[config.mk]
export PLATFORM = sky130hd
export DESIGN_NAME = tlul_socket_1n_track
export DESIGN_NICKNAME = d
export VERILOG_FILES = /design/src/rtl/tlul_pkg.sv /design/src/rtl/tlul_err_resp_1d.sv /design/src/rtl/tlul_socket_1n_track.sv
export SDC_FILE = /design/constraint.sdc
export NUM_CORES = 1
export LEC_CHECK = 0
export CORE_AREA = 2 2 267 269
export CTS_CLUSTER_DIAMETER = 60
export DETAILED_ROUTE_END_ITERATION = 7
export DIE_AREA = 0 0 269 271
export PLACE_DENSITY = 0.42
export SLEW_MARGIN = 20
export SYNTH_ARGS = -nofsm -noshare
export SYNTH_HDL_FRONTEND = slang
export SYNTH_SLANG_ARGS = --single-unit
export TNS_END_PERCENT = 30
[constraint.sdc]
create_clock -name clk_i -period 8.5 [get_ports clk_i]
set_clock_uncertainty 0.15 [all_clocks]
set_input_delay 1.7 -clock clk_i [delete_from_list [all_inputs] [get_ports clk_i]]
set_output_delay 1.7 -clock clk_i [all_outputs]
set_load 0.005 [all_outputs]
[src/rtl/tlul_pkg.sv]
// TL-UL bus types, opcodes and sizing helpers shared by the
// 1:N socket and its error responder.
package tlul_pkg;

    localparam int AW = 32;
    localparam int DW = 32;
    localparam int SrcW = 8;
    localparam int SzW = 2;

    localparam int MaxOutstandingDefault = 8;

    typedef enum logic [2:0] {
        PutFullData    = 3'h0,
        PutPartialData = 3'h1,
        Get            = 3'h4
    } tl_a_op_e;

    typedef enum logic [2:0] {
        AccessAck     = 3'h0,
        AccessAckData = 3'h1
    } tl_d_op_e;

    typedef enum logic {
        ERR_IDLE,
        ERR_RESP
    } err_state_e;

    typedef struct packed {
        logic            a_valid;
        tl_a_op_e        a_opcode;
        logic [2:0]      a_param;
        logic [SzW-1:0]  a_size;
        logic [SrcW-1:0] a_source;
        logic [AW-1:0]   a_address;
        logic [DW/8-1:0] a_mask;
        logic [DW-1:0]   a_data;
        logic            d_ready;
    } tl_h2d_t;

    typedef struct packed {
        logic            d_valid;
        tl_d_op_e        d_opcode;
        logic [2:0]      d_param;
        logic [SzW-1:0]  d_size;
        logic [SrcW-1:0] d_source;
        logic            d_sink;
        logic [DW-1:0]   d_data;
        logic            d_error;
        logic            a_ready;
    } tl_d2h_t;

    // Select width leaves one code above N-1 for the error responder.
    function automatic int sel_w(int n);
        return $clog2(n + 1);
    endfunction

endpackage

[src/rtl/tlul_err_resp_1d.sv]
// Single-entry error responder: answers any request with d_error
// set, echoing source and size, one request at a time.
module tlul_err_resp_1d
    import tlul_pkg::*;
(
    input  logic    clk_i,
    input  logic    rst_i,
    input  tl_h2d_t tl_h_i,
    output tl_d2h_t tl_h_o
);

    err_state_e      state_q;
    err_state_e      state_d;
    logic [SrcW-1:0] src_q;
    logic [SzW-1:0]  size_q;
    tl_a_op_e        op_q;
    logic            accept;

    logic unused_a;
    assign unused_a = ^{tl_h_i.a_param, tl_h_i.a_address,
                        tl_h_i.a_mask, tl_h_i.a_data};

    always_ff @(posedge clk_i or posedge rst_i) begin
        if (rst_i) begin
            state_q <= ERR_IDLE;
            src_q   <= '0;
            size_q  <= '0;
            op_q    <= PutFullData;
        end else begin
            state_q <= state_d;
            if (accept) begin
                src_q  <= tl_h_i.a_source;
                size_q <= tl_h_i.a_size;
                op_q   <= tl_h_i.a_opcode;
            end
        end
    end

    always_comb begin
        state_d = state_q;
        tl_h_o  = '0;
        accept  = 1'b0;
        unique case (state_q)
            ERR_IDLE: begin
                tl_h_o.a_ready = 1'b1;
                accept = tl_h_i.a_valid;
                if (accept) state_d = ERR_RESP;
            end
            ERR_RESP: begin
                tl_h_o.d_valid  = 1'b1;
                tl_h_o.d_error  = 1'b1;
                tl_h_o.d_source = src_q;
                tl_h_o.d_size   = size_q;
                tl_h_o.d_data   = '1;
                tl_h_o.d_opcode = (op_q == Get) ? AccessAckData
                                                : AccessAck;
                if (tl_h_i.d_ready) state_d = ERR_IDLE;
            end
        endcase
    end

endmodule

[src/rtl/tlul_socket_1n_track.sv]
// 1:N TL-UL socket that counts in-flight requests and blocks a
// target switch until every response from the old target is back.
module tlul_socket_1n_track
    import tlul_pkg::*;
#(
    parameter int N = 4,
    parameter int MaxOutstanding = MaxOutstandingDefault,
    localparam int SelW = sel_w(N)
) (
    input  logic            clk_i,
    input  logic            rst_i,
    input  tl_h2d_t         tl_h_i,
    output tl_d2h_t         tl_h_o,
    input  logic [SelW-1:0] dev_select_i,
    output tl_h2d_t         tl_d_o [N],
    input  tl_d2h_t         tl_d_i [N]
);

    localparam int CntW = $clog2(MaxOutstanding + 1);
    localparam logic [CntW-1:0] CntMax = CntW'(MaxOutstanding);

    logic [CntW-1:0] out_cnt;
    logic [SelW-1:0] out_sel;
    logic            hold;
    logic            accept;
    logic            complete;
    logic            sel_err;
    logic            rsp_err;
    logic            a_ready_mux;
    tl_d2h_t         rsp_mux;
    tl_h2d_t         err_req;
    tl_d2h_t         err_rsp;

    assign sel_err = dev_select_i >= SelW'(N);
    assign rsp_err = out_sel >= SelW'(N);

    // Hold reads the registered count, so a completion draining the
    // last entry only frees the switch on the following cycle.
    assign hold = (out_cnt != '0 && dev_select_i != out_sel)
               || (out_cnt == CntMax);

    always_comb begin
        a_ready_mux = err_rsp.a_ready;
        rsp_mux     = err_rsp;
        for (int k = 0; k < N; k++) begin
            if (dev_select_i == SelW'(k)) a_ready_mux = tl_d_i[k].a_ready;
            if (out_sel == SelW'(k))      rsp_mux = tl_d_i[k];
        end
    end

    always_comb begin
        tl_h_o         = rsp_mux;
        tl_h_o.a_ready = a_ready_mux && !hold && !rst_i;
        tl_h_o.d_valid = rsp_mux.d_valid && !rst_i;
    end

    always_comb begin
        for (int k = 0; k < N; k++) begin
            tl_d_o[k]         = tl_h_i;
            tl_d_o[k].a_valid = tl_h_i.a_valid && !hold && !rst_i
                             && dev_select_i == SelW'(k);
            tl_d_o[k].d_ready = tl_h_i.d_ready && !rst_i
                             && out_sel == SelW'(k);
        end
    end

    always_comb begin
        err_req         = tl_h_i;
        err_req.a_valid = tl_h_i.a_valid && sel_err && !hold && !rst_i;
        err_req.d_ready = tl_h_i.d_ready && rsp_err && !rst_i;
    end

    tlul_err_resp_1d u_err (
        .clk_i  (clk_i),
        .rst_i  (rst_i),
        .tl_h_i (err_req),
        .tl_h_o (err_rsp)
    );

    assign accept   = tl_h_i.a_valid && tl_h_o.a_ready;
    assign complete = tl_h_o.d_valid && tl_h_i.d_ready;

    always_ff @(posedge clk_i or posedge rst_i) begin
        if (rst_i) begin
            out_cnt <= '0;
            out_sel <= '0;
        end else begin
            if (accept && !complete)      out_cnt <= out_cnt + CntW'(1);
            else if (complete && !accept) out_cnt <= out_cnt - CntW'(1);
            if (accept) out_sel <= dev_select_i;
        end
    end

    a_no_underflow: assert property (@(posedge clk_i) disable iff (rst_i)
        !(complete && out_cnt == '0));

    a_no_overflow: assert property (@(posedge clk_i) disable iff (rst_i)
        !(accept && !complete && out_cnt == CntMax));

endmodule
==> results.sh, run 1 <==
export IMPL_maxSlewHeadroom=0.330
export IMPL_placed_area_um2=7430
export IMPL_cp_num_buf_inv=2
export IMPL_layoutNonFillerInstCount=1644
export IMPL_arrival_ns=3.93
export IMPL_clockBufferDepth=2
export IMPL_outcome="completed"
export IMPL_cts_tree="done"
export IMPL_drc=0
export IMPL_cp_max_fo=9
export IMPL_clk_pin_slew_ns=0.07
export IMPL_wl_per_cell_um=20.2
export IMPL_irDropWorstVdd_v=0.000117
export IMPL_post_route_min_period_ns=5.78
export IMPL_synth_ff_type="dfrtp_1"
export IMPL_cpLargestDelayFamily="buffers and inverters"
export IMPL_start_util=0.0786
export IMPL_numCtsBuffers=3
export IMPL_final_antenna_net_count=0
export IMPL_crit_chain="clkdlybuf4s50_1 -> xnor2_1 -> and4_1 -> o211ai_2 -> or2_2 -> nor3b_1 -> clkdlybuf4s50_1"
export IMPL_drt_iter0_drc=99
export IMPL_ys_seq_area_frac=0.0958
export IMPL_routabilityCongestion=0.753
export IMPL_totalNegativeSetupSlack_ns=0
export IMPL_syn_nets=1033
export IMPL_dr_wl_met3_mm=4.47
export IMPL_path_class="input port to output pin"
export IMPL_synthesis_area_per_instance_um2=7.52
export IMPL_synth_seq_cells=21
export IMPL_wl_mm=33.2
export IMPL_place_inst=1635
export IMPL_grt_pass1_wl_mm=42.0
export IMPL_postCtsSetupRepairBufs=0
export IMPL_maxCapViolCount=0
export IMPL_fin_area_um2=7520
export IMPL_setup_viol=0
export IMPL_met1_length_mm=9.54
export IMPL_vias=4812
export IMPL_rsz0062_at_grt="false"
export IMPL_hold_path_class="register to register"
export IMPL_synth_edf_count=0
export IMPL_place_hpwl_mm=28.9
export IMPL_placementRows=97
export IMPL_die_h_um=271
export IMPL_syn_area_um2=5490
export IMPL_grt_max_degree=47
export IMPL_top_layer="met5"
export IMPL_grt_util_all_layers=0.0847
export IMPL_clk_latency_ns=0.27
export IMPL_layout_nets=1003
export IMPL_via_per_inst=2.93
export IMPL_p_leak_nw=2.63
export IMPL_drtPass1Iterations=4
export IMPL_yosysUniqueCellTypes=44
export IMPL_die_area_um2=72900
export IMPL_drv_slew=0
export IMPL_cts_hold_buf=0
export IMPL_syn2layout_area_growth_pct=37.0
export IMPL_synth_cells=730
export IMPL_async_flop_share=1.00
export IMPL_yosysWarnings=0
export IMPL_cpMaxStageDelayCell="clkdlybuf4s50_1"
export IMPL_tightest_slew_ns=1.00
export IMPL_timing_final_crit_share=0.680
export IMPL_die_x_um=269
export IMPL_max_freq_mhz=173
export IMPL_crit_path_max_incr_delay_ns=0.64
export IMPL_start_kind="input port"
export IMPL_cts_max_level=1
export IMPL_route_met2_wl_mm=17.9
export IMPL_num_io_pins=695
export IMPL_port_buffers=339
export IMPL_crit_top_cell="clkdlybuf4s50_1"
export IMPL_critical_path_required_ns=6.65
export IMPL_power_density_nw_per_um2=273
export IMPL_cts_resized=0
export IMPL_grt_antenna_before_repair=9
export IMPL_drive_gt1_frac=0.0687
export IMPL_cts_num_sinks=21
export IMPL_core_area_um2=69800
export IMPL_finalHoldViolations=0
export IMPL_cts_root_buffer="clkbuf_16"
export IMPL_nFillCells=8065
export IMPL_grt_pass1_vias=5284
export IMPL_crit_path_end_kind="output pin"
export IMPL_grt_remaining_overflow=0
## path summary, 6_finish.rpt
kind,startpoint,depth (start not counted),slack [ns],to
max,dev_select_i[1],7,2.72,tl_d_o[171]
min,u_err.src_q[3],1,0.36,u_err.src_q[3]
max reg2reg,out_sel[0],14,4.51,out_cnt[3]
min reg2reg,u_err.src_q[3],1,0.36,u_err.src_q[3]
max in group asynchronous,rst_i,3,6.06,out_sel[0]
min in group asynchronous,rst_i,3,1.85,out_cnt[3]
## sequential cells by signal, indices dropped and copies added (netlist names)
| register | flops |
|---|---|
| u_err.src_q | 8 |
| u_err.op_q | 3 |
| u_err.state_q | 1 |
| out_sel | 3 |
| out_cnt | 4 |
| u_err.size_q | 2 |
## layer usage
metal,vias to the layer above,global-route usage
li1,2104,-
met1,2126,0.0664
met2,528,0.171
met3,52,0.0421
met4,2,0.0342
met5,-,0
## per-stage QoR
stage	hold WS (ns)	setup WS [ns]	utilization	total power, mW
3_5_place_dp	0.345	2.77	0.106	2.01
3_3_place_gp	0.347	2.76	0.106	2.01
6_report	0.360	2.72	0.108	2.05
5_1_grt	0.378	2.54	0.108	2.23
2_1_floorplan	0.329	3.66	-	1.06
4_1_cts	0.364	2.74	0.108	2.14
## cells by family (layout without fill, tap and decap cells)
group	count (synthesis)	count (layout)	synth area share
muxes	33	33	0.0830
AOI/OAI and AO/OA	148	148	0.189
and+or+nand+nor	132	132	0.111
buffers and inverters	385	354	0.500
adders and majority gates	4	4	0.0105
xor gates and xnor gates	7	7	0.0112
DFF	21	21	0.0958
other	0	5	0
## Yosys cell counts, types with 2 or more instances
library cell    n  share of area
mux4_2          6          0.025
or3b_2          3         0.0048
nor2b_1         7         0.0080
nor2_1         54          0.037
nor3_1          2         0.0018
nor3b_1         2         0.0027
buf_1           2         0.0014
clkbuf_1       34          0.023
mux2_4          8          0.022
xnor2_1         6         0.0096
a21o_1         35          0.048
o21ai_0        16          0.015
buf_2           9         0.0082
mux2_2          8          0.016
a31oi_1        34          0.039
inv_1           2         0.0014
a221oi_1       33          0.053
a21oi_1        15          0.014
ha_1            3         0.0068
buf_4         336           0.46
a211oi_1        2         0.0027
and2_1          2         0.0023
nand2_1        41          0.028
nand3_1        10         0.0091
dfrtp_1        21          0.096
mux2i_1        11          0.020
o211ai_1       11          0.015
## power breakdown
group	switching, mW	internal, mW	leakage, nW
combinational	0.840	0.847	2.33
sequential	0.100	0.149	0.259
clock	0.0489	0.0642	0.0371
total	0.989	1.06	2.63
## final cells by class
type                       count  area (um^2)  area share
clock buffer                   3         75.1     0.00998
sequential                    21          529      0.0704
inverter                       2         7.51    0.000998
clock inverter                 1         7.51    0.000998
tap                          940         1180       0.156
timing repair buffer         348         3470       0.461
antenna                        5         12.5     0.00166
multi-input combinational    324         2240       0.298
## placed cells by master, fill, tap and decap left out, types with 2 or more instances in the layout
master           instances
a211oi_1                 2
a21o_1                  35
a21oi_1                 15
a221oi_1                33
a31oi_1                 34
and2_2                   2
buf_4                    8
clkbuf_16                3
clkdlybuf4s50_1        339
dfrtp_1                 20
diode_2                  5
ha_1                     3
inv_1                    2
mux2_2                   8
mux2_4                   8
mux2i_1                 11
mux4_2                   6
nand2_1                 41
nand3_1                 10
nor2_1                  52
nor2_4                   3
nor2b_1                  7
nor3_1                   2
nor3b_1                  2
o211ai_1                11
o21ai_0                 16
or3b_2                   3
xnor2_1                  6
(Power assumes the default switching activity.)
==> run 2, diff against run 1 <==
- CORE_AREA: 2 2 267 269 -> 2 2 269 271
- DIE_AREA: 0 0 269 271 -> 0 0 271 273
- clock period: 8.5 -> 5.3 ns (I/O delays scaled with it)
==> run 2 against run 1 <==
Effect of this change:
- non-clock buffer count grew 6
- register-to-register slack worse by 3.0 ns
- first-iteration DRC count up 32%
- largest power group unchanged
==> results.sh, run 2 (synthesis results as in run 1) <==
export IMPL_wl_mm=30.5
export IMPL_cts_max_level=1
export IMPL_seqPwrFrac=0.122
export IMPL_rsz0062_at_grt="false"
export IMPL_power_density_nw_per_um2=429
export IMPL_place_hpwl_mm=26.3
export IMPL_drtPass1Iterations=4
export IMPL_via_per_inst=2.86
export IMPL_drv_slew=0
export IMPL_maxSlewHeadroom=0.409
export IMPL_postCtsSetupRepairBufs=0
export IMPL_cts_root_buffer="clkbuf_16"
export IMPL_path_class="input port to output pin"
export IMPL_top_register="u_err.src_q"
export IMPL_cts_resized=0
export IMPL_internal_power_mw=1.71
export IMPL_hold_path_class="register to register"
export IMPL_place_ws_ns=0.696
export IMPL_totalNegativeSetupSlack_ns=0
export IMPL_grt_util_all_layers=0.0769
export IMPL_cts_tree="done"
export IMPL_clk_pin_slew_ns=0.06
export IMPL_placementRows=98
export IMPL_wl_per_cell_um=18.4
export IMPL_outcome="completed"
export IMPL_final_antenna_net_count=0
export IMPL_post_route_util=0.107
export IMPL_num_io_pins=695
export IMPL_numCtsBuffers=3
export IMPL_tightest_slew_ns=0.886
export IMPL_top_regs="u_err.src_q x8, out_cnt x4"
export IMPL_cts_hold_buf=0
export IMPL_clockBufferDepth=2
export IMPL_vias=4737
export IMPL_critical_path_required_ns=4.09
export IMPL_syn2layout_area_growth_pct=37.9
export IMPL_grt_pass1_vias=5133
export IMPL_drive_gt1_frac=0.0766
export IMPL_p_switching_mw=1.53
export IMPL_die_area_um2=74000
export IMPL_post_route_min_period_ns=4.59
export IMPL_p_leak_nw=2.66
export IMPL_irDropWorstVdd_v=0.000162
export IMPL_clk_latency_ns=0.26
export IMPL_cp_max_fo=9
export IMPL_grt_remaining_overflow=0
export IMPL_pwr_share_comb=0.826
export IMPL_core_area_um2=71000
export IMPL_finalHoldViolations=0
export IMPL_start_util=0.0773
export IMPL_die_h_um=273
export IMPL_worst_slack_ns=0.706
export IMPL_arrival_ns=3.38
export IMPL_die_x_um=271
export IMPL_port_buffers=339
export IMPL_maxCapViolCount=0
export IMPL_final_common_cell="clkdlybuf4s50_1"
export IMPL_p_clk_frac=0.052
export IMPL_grt_antenna_before_repair=10
export IMPL_grt_pass1_wl_mm=39.8
export IMPL_crit_path_end_kind="output pin"
export IMPL_cts_num_sinks=21
export IMPL_routabilityCongestion=0.734
export IMPL_most_common_layout_cells="clkdlybuf4s50_1, nor2_1, nand2_1, a21o_1, a31oi_1"
export IMPL_largest_reg_flops=8
export IMPL_nFillCells=8176
export IMPL_switching_share=0.473
export IMPL_setup_viol=0
export IMPL_drt_iter0_drc=131
export IMPL_timing_final_crit_share=0.867
export IMPL_grt_max_degree=51
export IMPL_layout_nets=1009
export IMPL_drc=0
export IMPL_start_kind="input port"
export IMPL_max_freq_mhz=218
[run 2: cell types whose count changed in the layout (fill, tap and decap cells not counted), sizes merged]
cell	previous run	this run
clkinv	0	1
buf	9	15
diode	5	4
clkinvlp	1	0
[run 2: metrics by stage]
stage | hold WS (ns) | area [um^2] | std cells | power, mW
after floorplan | 0.329 | 5490 | 730 | 1.69
after global placement | 0.341 | 7480 | 1651 | 3.18
after detailed placement | 0.343 | 7480 | 1651 | 3.17
after CTS | 0.359 | 7560 | 1655 | 3.37
after global routing | 0.361 | 7560 | 1656 | 3.54
final | 0.356 | 7570 | 1659 | 3.24
[run 2: cell type report]
cell class                      instances  area (um^2)  share of cell area
Multi-Input combinational cell        324         2240               0.297
Sequential cell                        21          529              0.0700
Clock buffer                            3         75.1             0.00992
Tap cell                              950         1190               0.157
Antenna cell                            4         10.0             0.00132
Timing Repair Buffer                  354         3510               0.463
Inverter                                2         7.51            0.000992
Clock inverter                          1         5.00            0.000661
[run 2: worst paths after layout]
path	start	endpoint	slack, ns	depth (start not counted)
hold / removal	u_err.src_q[4]	u_err.src_q[4]	0.36	1
hold reg to reg	u_err.src_q[4]	u_err.src_q[4]	0.36	1
max in group asynchronous	rst_i	u_err.src_q[4]	3.42	3
setup / recovery	dev_select_i[0]	tl_d_o[257]	0.71	7
setup reg to reg	out_sel[1]	out_cnt[3]	1.51	14
min in group asynchronous	rst_i	out_sel[2]	0.99	2
[run 2: metal layers]
metal / vias to the layer above / global-route usage / wire length (um)
li1: 2107 / - / -
met1: 2121 / 0.0771 / 10900
met2: 355 / 0.129 / 14100
met3: 138 / 0.0313 / 3400
met4: 16 / 0.0560 / 2020
met5: - / 0.00257 / 103
[run 2: power by group through the flow]
stage / clock network, mW / logic [mW] / registers, mW
final: 0.169 / 2.68 / 0.396
after global routing: 0.180 / 2.94 / 0.416
after CTS: 0.178 / 2.79 / 0.400
after detailed placement: 0 / 2.77 / 0.400
after global placement: 0 / 2.78 / 0.403
after floorplan: 0 / 1.42 / 0.279
[run 2: critical path, stage by stage]
cell and delay (ns):
clkdlybuf4s50_1 0.68, xnor2_1 0.16, and4_1 0.24, o211ai_2 0.11
or2_2 0.37, nor3b_1 0.22, clkdlybuf4s50_1 0.54
==> run 3, diff against run 2 <==
- CORE_AREA: 2 2 269 271 -> 2 2 267 269
- DIE_AREA: 0 0 271 273 -> 0 0 269 271
- MAX_ROUTING_LAYER: not set -> met4
- clock period: 5.3 -> 5.6 ns (I/O delays scaled with it)
==> run 3 against run 2 <==
Effect of this change:
- clock-buffer cell count unchanged
- core utilization increased by 0.18 points
- non-clock buffer count decreased by 3
- hold slack improved by 0.0099 ns
- first-iteration DRC count decreased by 17%
- largest cell class unchanged
==> results.sh, run 3 (synthesis results as in run 1) <==
export IMPL_outcome="completed"
export IMPL_final_antenna_net_count=0
export IMPL_fin_area_um2=7560
export IMPL_drive_gt1_frac=0.0726
export IMPL_num_io_pins=695
export IMPL_numCtsBuffers=3
export IMPL_syn2layout_area_growth_pct=37.8
export IMPL_crit_top_cell="clkdlybuf4s50_1"
export IMPL_use_met2=0.171
export IMPL_drc=0
export IMPL_cts_hold_buf=0
export IMPL_grt_max_degree=91
export IMPL_setup_viol=0
export IMPL_grt_util_all_layers=0.0865
export IMPL_finalHoldViolations=0
export IMPL_drv_slew=0
export IMPL_grt_pass1_wl_mm=41.5
export IMPL_min_path_cells=1
export IMPL_arrival_ns=3.33
export IMPL_post_route_min_period_ns=4.60
export IMPL_cts_num_sinks=21
export IMPL_max_freq_mhz=217
export IMPL_power_density_nw_per_um2=418
export IMPL_cts_tree="done"
export IMPL_start_util=0.0786
export IMPL_die_x_um=269
export IMPL_irDropWorstVdd_v=0.000183
export IMPL_critical_path_required_ns=4.33
export IMPL_start_kind="input port"
export IMPL_cts_max_level=1
export IMPL_cts_root_buffer="clkbuf_16"
export IMPL_largest_reg_flops=8
export IMPL_min_to="u_err.op_q[2]"
export IMPL_maxSlewHeadroom=0.306
export IMPL_tightest_slew_ns=1.04
export IMPL_vias=4776
export IMPL_clockBufferDepth=2
export IMPL_met3_usage=0.0442
export IMPL_die_area_um2=72900
export IMPL_grt_antenna_before_repair=7
export IMPL_path_class="input port to output pin"
export IMPL_wl_per_cell_um=20.1
export IMPL_top_regs="u_err.src_q x8, out_cnt x4"
export IMPL_grt_remaining_overflow=0
export IMPL_r2r_slack_ns=1.93
export IMPL_clk_pin_slew_ns=0.07
export IMPL_hold_path_class="register to register"
export IMPL_timing_final_crit_share=0.821
export IMPL_maxCapViolCount=0
export IMPL_drtPass1Iterations=4
export IMPL_totalNegativeSetupSlack_ns=0
export IMPL_r2r_end="out_cnt[3]"
export IMPL_port_buffers=339
export IMPL_top_register="u_err.src_q"
export IMPL_via_per_inst=2.90
export IMPL_nFillCells=8048
export IMPL_layout_nets=1006
export IMPL_final_common_cell="clkdlybuf4s50_1"
export IMPL_crit_path_max_incr_delay_ns=0.64
export IMPL_crit_path_end_kind="output pin"
export IMPL_rr_worst_depth=15
export IMPL_cts_resized=0
export IMPL_wl_mm=33.1
export IMPL_cp_max_fo=9
export IMPL_crit_chain="clkdlybuf4s50_1 -> xnor2_1 -> and4_1 -> o211ai_2 -> or2_2 -> nor3b_1 -> clkdlybuf4s50_1"
export IMPL_busiest_layer="met2"
export IMPL_rsz0062_at_grt="false"
export IMPL_core_area_um2=69800
export IMPL_drt_iter0_drc=109
export IMPL_register_area_um2=529
export IMPL_postCtsSetupRepairBufs=0
export IMPL_most_common_layout_cells="clkdlybuf4s50_1, nor2_1, nand2_1, a21o_1, a31oi_1"
export IMPL_clk_latency_ns=0.27
export IMPL_rr_startpoint="out_sel[1]"
export IMPL_place_hpwl_mm=28.9
export IMPL_die_h_um=271
export IMPL_grt_pass1_vias=5175
export IMPL_p_leak_nw=2.65
export IMPL_cpMaxStageDelayCell="clkdlybuf4s50_1"
export IMPL_routabilityCongestion=0.755
export IMPL_placementRows=97
export IMPL_min_from="u_err.op_q[2]"
export IMPL_met1_usage=0.0627
export IMPL_placed_area_um2=7470
export IMPL_multiInputGateArea_um2=2240
==> run 3: cell count changes in the layout (fill, tap and decap cells not counted) <==
cell and change:
or2_0 +1, diode_2 +2, or2_1 -1, buf_12 +2, clkinv_2 -1, clkinvlp_4 +1
buf_4 -5
==> run 3: layout make-up <==
cell class,count,area share
tap,940,0.156
inverter,2,0.000993
clock inverter,1,0.000993
multi-input combinational,324,0.297
antenna,6,0.00199
timing repair buffer,351,0.464
clock buffer,3,0.00993
sequential,21,0.0700
==> run 3: per-stage QoR <==
step	hold slack [ns]	total power [mW]	setup WS (ns)	util	std cells
2_1_floorplan	0.329	1.60	1.92	-	730
3_3_place_gp	0.345	3.06	0.989	0.107	1637
3_5_place_dp	0.347	3.07	1.03	0.107	1638
4_1_cts	0.372	3.27	1.01	0.108	1642
5_1_grt	0.378	3.40	0.871	0.108	1647
6_report	0.366	3.16	1.00	0.108	1648
==> run 3: worst max-delay path by stage <==
stage	from	endpoint	slack, ns	cells after the start
CTS	dev_select_i[0]	tl_d_o[171]	1.01	7
floorplan	rst_i	tl_d_o[171]	1.92	4
detailed placement	dev_select_i[0]	tl_d_o[171]	1.03	7
global placement	dev_select_i[0]	tl_d_o[171]	0.99	7
global route	dev_select_i[1]	tl_d_o[257]	0.87	7
finish	dev_select_i[1]	tl_d_o[171]	1.00	7
==> run 3: metal layers <==
layer | wire [um] | vias to the layer above | part of all wire
met5 | 0 | - | 0
met4 | 1450 | 0 | 0.044
met3 | 4430 | 60 | 0.13
met2 | 17800 | 519 | 0.54
met1 | 9460 | 2094 | 0.29
li1 | - | 2103 | -
==> run 3: power breakdown <==
group          internal [mW]  leakage [nW]  switching, mW
sequential             0.228         0.259         0.0946
clock                 0.0974        0.0372         0.0712
combinational           1.31          2.36           1.36
==> run 3: worst max-delay path: cells and delay by family <==
family / cells / cell delay, ns
AO/OA/AOI/OAI: 1 / 0.11
AND/OR/NAND/NOR: 3 / 0.77
buffers and inverters: 2 / 1.17
XOR/XNOR: 1 / 0.15
